File: src/rtl/goal_event_ctrl.sv
// goal_event_ctrl
// Owns the score and the goal banner enable. Once per frame the ball
// position is tested against both goal mouths; a hit credits the scorer,
// starts a blinking celebration, then either hands the ball back to the
// ball mover (reset handshake) or latches game-over at the winning score.
//
// state       | meaning
// ------------+------------------------------------------------------
// ST_PLAY     | normal play, goal detection on armed frames
// ST_CELEB    | goal celebration, banner blinks for SHOW_FRAMES frames
// ST_RESET_BA | ball_reset_req held high until ball mover acks
// ST_OVER     | a side reached WIN_SCORE, banner steady, scores frozen

module goal_event_ctrl #(
  parameter int LEFT_GOAL_X_MAX  = 8,
  parameter int RIGHT_GOAL_X_MIN = 616,
  parameter int GOAL_Y_MIN       = 190,
  parameter int GOAL_Y_MAX       = 290,
  parameter int BALL_SIZE        = 16,
  parameter int SHOW_FRAMES      = 120,
  parameter int BLINK_FRAMES     = 15,
  parameter int WIN_SCORE        = 5
) (
  input  logic        CLK,
  input  logic        RESETn,
  input  logic        startOfFrame_i,
  input  logic [10:0] ball_x_i,
  input  logic [10:0] ball_y_i,
  input  logic        game_active_i,
  input  logic        new_game_i,
  input  logic        ball_reset_ack_i,
  output logic        goal_ena_o,
  output logic        ball_reset_req_o,
  output logic [3:0]  score_left_o,
  output logic [3:0]  score_right_o,
  output logic        last_scorer_o,
  output logic        game_over_o
);

  localparam int FRAME_W = (SHOW_FRAMES > 1) ? $clog2(SHOW_FRAMES) : 1;
  localparam int BLINK_W = (BLINK_FRAMES > 1) ? $clog2(BLINK_FRAMES) : 1;

  localparam logic [1:0] ST_PLAY     = 2'd0;
  localparam logic [1:0] ST_CELEB    = 2'd1;
  localparam logic [1:0] ST_RESET_BA = 2'd2;
  localparam logic [1:0] ST_OVER     = 2'd3;

  localparam logic [FRAME_W-1:0] FRAME_LAST = FRAME_W'(SHOW_FRAMES - 1);
  localparam logic [BLINK_W-1:0] BLINK_LAST = BLINK_W'(BLINK_FRAMES - 1);
  localparam logic [3:0]         WIN_Q      = 4'(WIN_SCORE);

  logic [1:0]         state_q, state_d;
  logic [3:0]         score_left_q, score_left_d;
  logic [3:0]         score_right_q, score_right_d;
  logic               last_scorer_q, last_scorer_d;
  logic               arm_q, arm_d;
  logic [FRAME_W-1:0] frame_cnt_q, frame_cnt_d;
  logic [BLINK_W-1:0] blink_cnt_q, blink_cnt_d;
  logic               phase_q, phase_d;
  logic               goal_ena_q, goal_ena_d;
  logic               req_q, req_d;
  logic               game_over_q, game_over_d;

  logic        in_mouth_y;
  logic        hit_left;
  logic        hit_right;
  logic [11:0] ball_bottom;
  logic        win_reached;
  logic        detect_en;

  // Goal-mouth geometry; the bottom edge uses a 12-bit sum so a ball near
  // the top of the 11-bit range cannot wrap back into the mouth.
  always_comb begin
    ball_bottom = {1'b0, ball_y_i} + 12'(BALL_SIZE);
    in_mouth_y  = (ball_y_i >= 11'(GOAL_Y_MIN)) && (ball_bottom <= 12'(GOAL_Y_MAX));
    hit_left    = in_mouth_y && (ball_x_i <= 11'(LEFT_GOAL_X_MAX));
    hit_right   = in_mouth_y && (ball_x_i >= 11'(RIGHT_GOAL_X_MIN));
    detect_en   = startOfFrame_i && game_active_i && arm_q;
    win_reached = last_scorer_q ? (score_right_q == WIN_Q) : (score_left_q == WIN_Q);
  end

  // Next-state logic for the sequencing FSM, counters and score registers.
  always_comb begin
    state_d       = state_q;
    score_left_d  = score_left_q;
    score_right_d = score_right_q;
    last_scorer_d = last_scorer_q;
    arm_d         = arm_q;
    frame_cnt_d   = frame_cnt_q;
    blink_cnt_d   = blink_cnt_q;
    phase_d       = phase_q;
    goal_ena_d    = goal_ena_q;
    req_d         = req_q;
    game_over_d   = game_over_q;

    if (new_game_i) begin
      state_d       = ST_PLAY;
      score_left_d  = 4'd0;
      score_right_d = 4'd0;
      game_over_d   = 1'b0;
      goal_ena_d    = 1'b0;
      req_d         = 1'b0;
      arm_d         = 1'b0;
    end else begin
      case (state_q)
        ST_PLAY: begin
          goal_ena_d = 1'b0;
          req_d      = 1'b0;
          if (startOfFrame_i && !arm_q) begin
            // first frame after re-entry only re-arms; the ball may not
            // have moved yet
            arm_d = 1'b1;
          end else if (detect_en && (hit_left || hit_right)) begin
            // left mouth takes precedence if both ever match
            if (hit_left) begin
              if (score_right_q < WIN_Q) score_right_d = score_right_q + 4'd1;
              last_scorer_d = 1'b1;
            end else begin
              if (score_left_q < WIN_Q) score_left_d = score_left_q + 4'd1;
              last_scorer_d = 1'b0;
            end
            state_d     = ST_CELEB;
            frame_cnt_d = '0;
            blink_cnt_d = '0;
            phase_d     = 1'b1;
            goal_ena_d  = 1'b1;
          end
        end

        ST_CELEB: begin
          if (startOfFrame_i) begin
            if (frame_cnt_q == FRAME_LAST) begin
              if (win_reached) begin
                state_d     = ST_OVER;
                goal_ena_d  = 1'b1;
                game_over_d = 1'b1;
              end else begin
                state_d    = ST_RESET_BA;
                goal_ena_d = 1'b0;
                req_d      = 1'b1;
              end
            end else begin
              frame_cnt_d = frame_cnt_q + 1'b1;
              if (blink_cnt_q == BLINK_LAST) begin
                blink_cnt_d = '0;
                phase_d     = ~phase_q;
                goal_ena_d  = ~phase_q;
              end else begin
                blink_cnt_d = blink_cnt_q + 1'b1;
              end
            end
          end
        end

        ST_RESET_BA: begin
          goal_ena_d = 1'b0;
          if (ball_reset_ack_i) begin
            req_d   = 1'b0;
            arm_d   = 1'b0;
            state_d = ST_PLAY;
          end
        end

        default: begin
          goal_ena_d  = 1'b1;
          game_over_d = 1'b1;
        end
      endcase
    end
  end

  // State registers with asynchronous active-low reset.
  always_ff @(posedge CLK or negedge RESETn) begin
    if (!RESETn) begin
      state_q       <= ST_PLAY;
      score_left_q  <= 4'd0;
      score_right_q <= 4'd0;
      last_scorer_q <= 1'b0;
      arm_q         <= 1'b1;
      frame_cnt_q   <= '0;
      blink_cnt_q   <= '0;
      phase_q       <= 1'b0;
      goal_ena_q    <= 1'b0;
      req_q         <= 1'b0;
      game_over_q   <= 1'b0;
    end else begin
      state_q       <= state_d;
      score_left_q  <= score_left_d;
      score_right_q <= score_right_d;
      last_scorer_q <= last_scorer_d;
      arm_q         <= arm_d;
      frame_cnt_q   <= frame_cnt_d;
      blink_cnt_q   <= blink_cnt_d;
      phase_q       <= phase_d;
      goal_ena_q    <= goal_ena_d;
      req_q         <= req_d;
      game_over_q   <= game_over_d;
    end
  end

  // All outputs come straight from registers.
  always_comb begin
    goal_ena_o       = goal_ena_q;
    ball_reset_req_o = req_q;
    score_left_o     = score_left_q;
    score_right_o    = score_right_q;
    last_scorer_o    = last_scorer_q;
    game_over_o      = game_over_q;
  end

endmodule
File: config.mk
export PLATFORM = sky130hd
export DESIGN_NAME = goal_event_ctrl
export DESIGN_NICKNAME = d
export VERILOG_FILES = /design/src/rtl/goal_event_ctrl.sv
export SDC_FILE = /design/constraint.sdc
export NUM_CORES = 1
export LEC_CHECK = 0
export CAP_MARGIN = 20
export CELL_PAD_IN_SITES_DETAIL_PLACEMENT = 2
export CELL_PAD_IN_SITES_GLOBAL_PLACEMENT = 2
export CORE_ASPECT_RATIO = 0.5
export CORE_MARGIN = 1.5
export CORE_UTILIZATION = 31
export DETAILED_ROUTE_END_ITERATION = 10
export PLACE_DENSITY = 0.76
export SLEW_MARGIN = 30
export SYNTH_ARGS = -nofsm -noshare
export SYNTH_HDL_FRONTEND = slang
export SYNTH_SLANG_ARGS = --single-unit
File: constraint.sdc
create_clock -name CLK -period 2.4 [get_ports CLK]
set_input_delay 0.72 -clock CLK [delete_from_list [all_inputs] [get_ports CLK]]
set_output_delay 0.72 -clock CLK [all_outputs]
set_load 0.03 [all_outputs]
==> impl_summary.log <==
[metrics] distinct cell type count of the synthesized netlist: 54
[metrics] post-route fraction of the period consumed by the critical path: about 97%
[metrics] depth of the CTS H-tree: 1
[metrics] chip width: 115 um
[metrics] wire length of the first global-routing pass: around 12000 um
[metrics] fraction of final layout cells sized beyond drive strength 1: 26.6%
[metrics] list of cells traversed by the critical path: dlygate4sd2_1 -> o31ai_4 -> nand3_2 -> buf_6 -> a22oi_2 -> a32oi_4 -> buf_12 -> or3_4 -> a21oi_2
[metrics] remaining routing DRC violations: 0
[metrics] sum of internal, switching and leakage power: between 1 and 1.5 mW
[metrics] total count of max-transition violations in the final report: 0
[metrics] category of cells accounting for the largest share of critical-path delay: compound AO/OA/AOI/OAI gates
[metrics] drt via density: 5.27
[metrics] Max Buffers Root-to-Sink: 2
[metrics] status: finished clean
[metrics] Top-Level Pins: 40
[metrics] Final Wtd Congestion: about 0.81
[metrics] Remaining Overflow, GRT: 0
[metrics] post-route worst setup slack: between 0.06 and 0.07 ns
[metrics] most common flop cell mapped by yosys: dfrtp_1
[metrics] area share of the largest cell type after synthesis: around a third
[metrics] final design instance area without fill: roughly 2900 um2
[metrics] number of nets in the final layout: about 330
[metrics] via count of the first global-routing pass: approximately 2.2k
[metrics] later-pin clock latency in the skew report: 0.27 ns
[metrics] area of the multi-input gates: about 1300 um2
[metrics] Starting Density: between 30% and 40%
[metrics] Slowest cell on crit path: or3_4
[metrics] clock-pin transition on the worst setup and hold timing paths: roughly 0.070 ns
[metrics] FILL cells: 667
[metrics] final hold violation count: 0
[metrics] TritonRoute pass-1 iters: 4
[metrics] nature of the critical path endpoint: flop
[metrics] total power divided by cell area: 435 nW/um2
[metrics] Total Wirelength: around 7100 um
[metrics] fraction of the core area covered by cells at the end of the flow: a little under half
[metrics] Die Footprint: a little under 7000 um2
[metrics] sequential share of the synthesized area: between 30% and 40%
[metrics] total clock buffers created by CTS: 3
[metrics] unrepaired setup endpoints after global routing: false
[metrics] crit path time final: roughly 2.3 ns
[metrics] met3 Use GR: slightly below 5%
[metrics] post-route clock skew: between 0.01 and 0.015 ns
[metrics] placed wire-length estimate: 4870 um
[metrics] maximum achievable frequency: between 400 and 500 MHz
[metrics] Leakage: around 1.3 nW
[metrics] startpoint kind of the worst setup timing path: primary input
[metrics] final setup vio count: 0
[metrics] CP Class: primary input to flop
[metrics] Num Clock Sinks: 27
[metrics] Cell Rows: 20
[metrics] met2 GRT Util: a little over two fifths
[metrics] worst-margin pin slew: between 0.4 and 0.5 ns
[metrics] Std-Cell Core Area: about 6000 um2
[metrics] Yosys top cell by area: dfrtp_1
[metrics] max-cap violations: 0
[metrics] area overhead of the layout relative to synthesis: 48.9%
[metrics] combined buffer and inverter count along the critical path: 3
[metrics] remaining antenna violation count: 0
[metrics] CTS tree: yes
[metrics] top-count cell post-synth: dfrtp_1
[metrics] Slew HR: around two thirds
[metrics] critical path arrival: roughly 2.5 ns
[metrics] highest net fanout along the worst path: 5
[metrics] required time of the worst setup path: between 2 and 3 ns
[metrics] netlist area before placement: about 1900 um2
[metrics] initial detailed-routing violation count: between 50 and 60
[metrics] syn_area_per_cell: around 9.1 um2
[metrics] pin count of the biggest net entering global routing: 28
[metrics] GRT Overall Usage: a little under a quarter
[metrics] number of warnings reported in the yosys synthesis log: 0
[metrics] largest incremental delay on the critical path: around 0.37 ns
[metrics] total negative slack for setup checks: 0 ns
[metrics] most used standard cells in the synthesized netlist: dfrtp_1 (26), inv_1 (17), ha_1 (16), nor2_1 (16)
[metrics] number of instances in the synthesized netlist: about 210
[metrics] Die H: about 59 um
[metrics] Syn Nets: 257
[metrics] port buffer count: 39
[metrics] fraction of registers with async set or reset after synthesis: 100%
[metrics] cell types occupying the most area after synthesis: dfrtp_1 (34%), ha_1 (10%), a21oi_1 (3.9%)
[metrics] register bit total from synthesis: 27
[metrics] total number of vias: between 1.5k and 2k
[metrics] number of synthesized flops with an enable pin: 0
[metrics] worst min-delay path category: flop to flop
[metrics] maximum vdd ir drop: 0.000232 V
[metrics] Cell Area, Placed: 2560 um2
[metrics] clock root buffer: clkbuf_16
[metrics] gr busiest metal: met2
[metrics] number of hold-repair buffers added at the cts stage: 0
[metrics] grt met1 use: around a quarter
[metrics] pre-CTS worst setup slack: -0.786 ns
[metrics] area used by sequential logic in the layout: about 680 um2
[metrics] routed length per placed instance: approximately 19 um
[metrics] number of antenna violations at the first check in global routing: 1
==> metrics by stage <==
step / instances / hold WS, ns
final: 371 / 0.523
after global routing: 371 / 0.548
after CTS: 368 / 0.508
after detailed placement: 354 / 0.490
after global placement: 354 / 0.480
after floorplan: 213 / 0.424
==> flip-flops by register name (all words and copies together), names as in the netlist <==
name / cells
game_over_o: 1
last_scorer_o: 1
phase_q: 1
state_q: 2
blink_cnt_q: 4
frame_cnt_q: 7
score_right_o: 4
arm_q: 1
goal_ena_o: 1
ball_reset_req_o: 1
score_left_o: 4
==> final timing paths <==
kind / slack (ns) / endpoint / cells after the start / startpoint
setup / recovery: 0.07 / frame_cnt_q[3] / 9 / ball_x_i[1]
hold / removal: 0.52 / blink_cnt_q[3] / 1 / blink_cnt_q[3]
setup reg to reg: 0.17 / frame_cnt_q[3] / 9 / state_q[1]
hold reg to reg: 0.52 / blink_cnt_q[3] / 1 / blink_cnt_q[3]
max in group asynchronous: 1.23 / arm_q / 2 / RESETn
min in group asynchronous: 0.84 / score_right_o[0] / 2 / RESETn
==> power by group <==
group	total, mW	switching, mW	internal (mW)
registers	0.504	0.0240	0.480
clock network	0.408	0.179	0.229
logic	0.337	0.180	0.157
==> placed cells by master, fill, tap and decap left out, drive strengths merged, types with 2 or more instances in the layout <==
cell,count
clkdlybuf4s50,15
nand3b,2
o31ai,5
clkdlybuf4s15,4
buf,35
a41oi,4
xnor2,2
nor3,6
mux2i,4
dfrtp,26
nand4,4
o21ai,16
a211oi,3
a21oi,15
nor2,16
and3,6
nand3,9
a21o,2
and4,2
a31o,4
or3,5
ha,16
nand2,14
dlygate4sd2,12
dlymetal6s2s,3
clkbuf,7
and4b,2
inv,17
nand2b,5
==> cell type report <==
class                   instances  share of cell area, %
multi-input cells             162                   44.4
flip-flops and latches         27                   23.6
repair buffers                 72                   23.0
well taps                      88                   3.83
clock buffers                   4                   2.74
inverters                      17                   2.31
diodes                          1                 0.0871
==> kinds of logic after synthesis <==
family | count (synthesis) | synth area share (%)
adder cells (fa/ha/maj) | 16 | 10.4
multiplexers | 4 | 2.07
flip-flops | 27 | 35.1
XOR/XNOR | 3 | 1.36
AND/OR/NAND/NOR | 75 | 21.5
AO/OA/AOI/OAI | 64 | 24.3
buffers and inverters | 24 | 5.31
==> layer usage <==
layer | wire [um] | vias up | part of all wire, %
met1 | 3180 | 998 | 45
li1 | - | 927 | -
met2 | 3700 | 25 | 52
met4 | 63 | 0 | 0.89
met5 | 0 | - | 0
met3 | 162 | 6 | 2.3
==> timing repair <==
action | 4_1_cts | 5_1_grt
gates resized for setup | 47 | 32
pin swaps | 16 | 19
setup endpoints to repair | 24 | 24
buffers inserted | 9 | 2
cloned | 1 | 0
No activity file was read; power rests on OpenSTA's default activity.
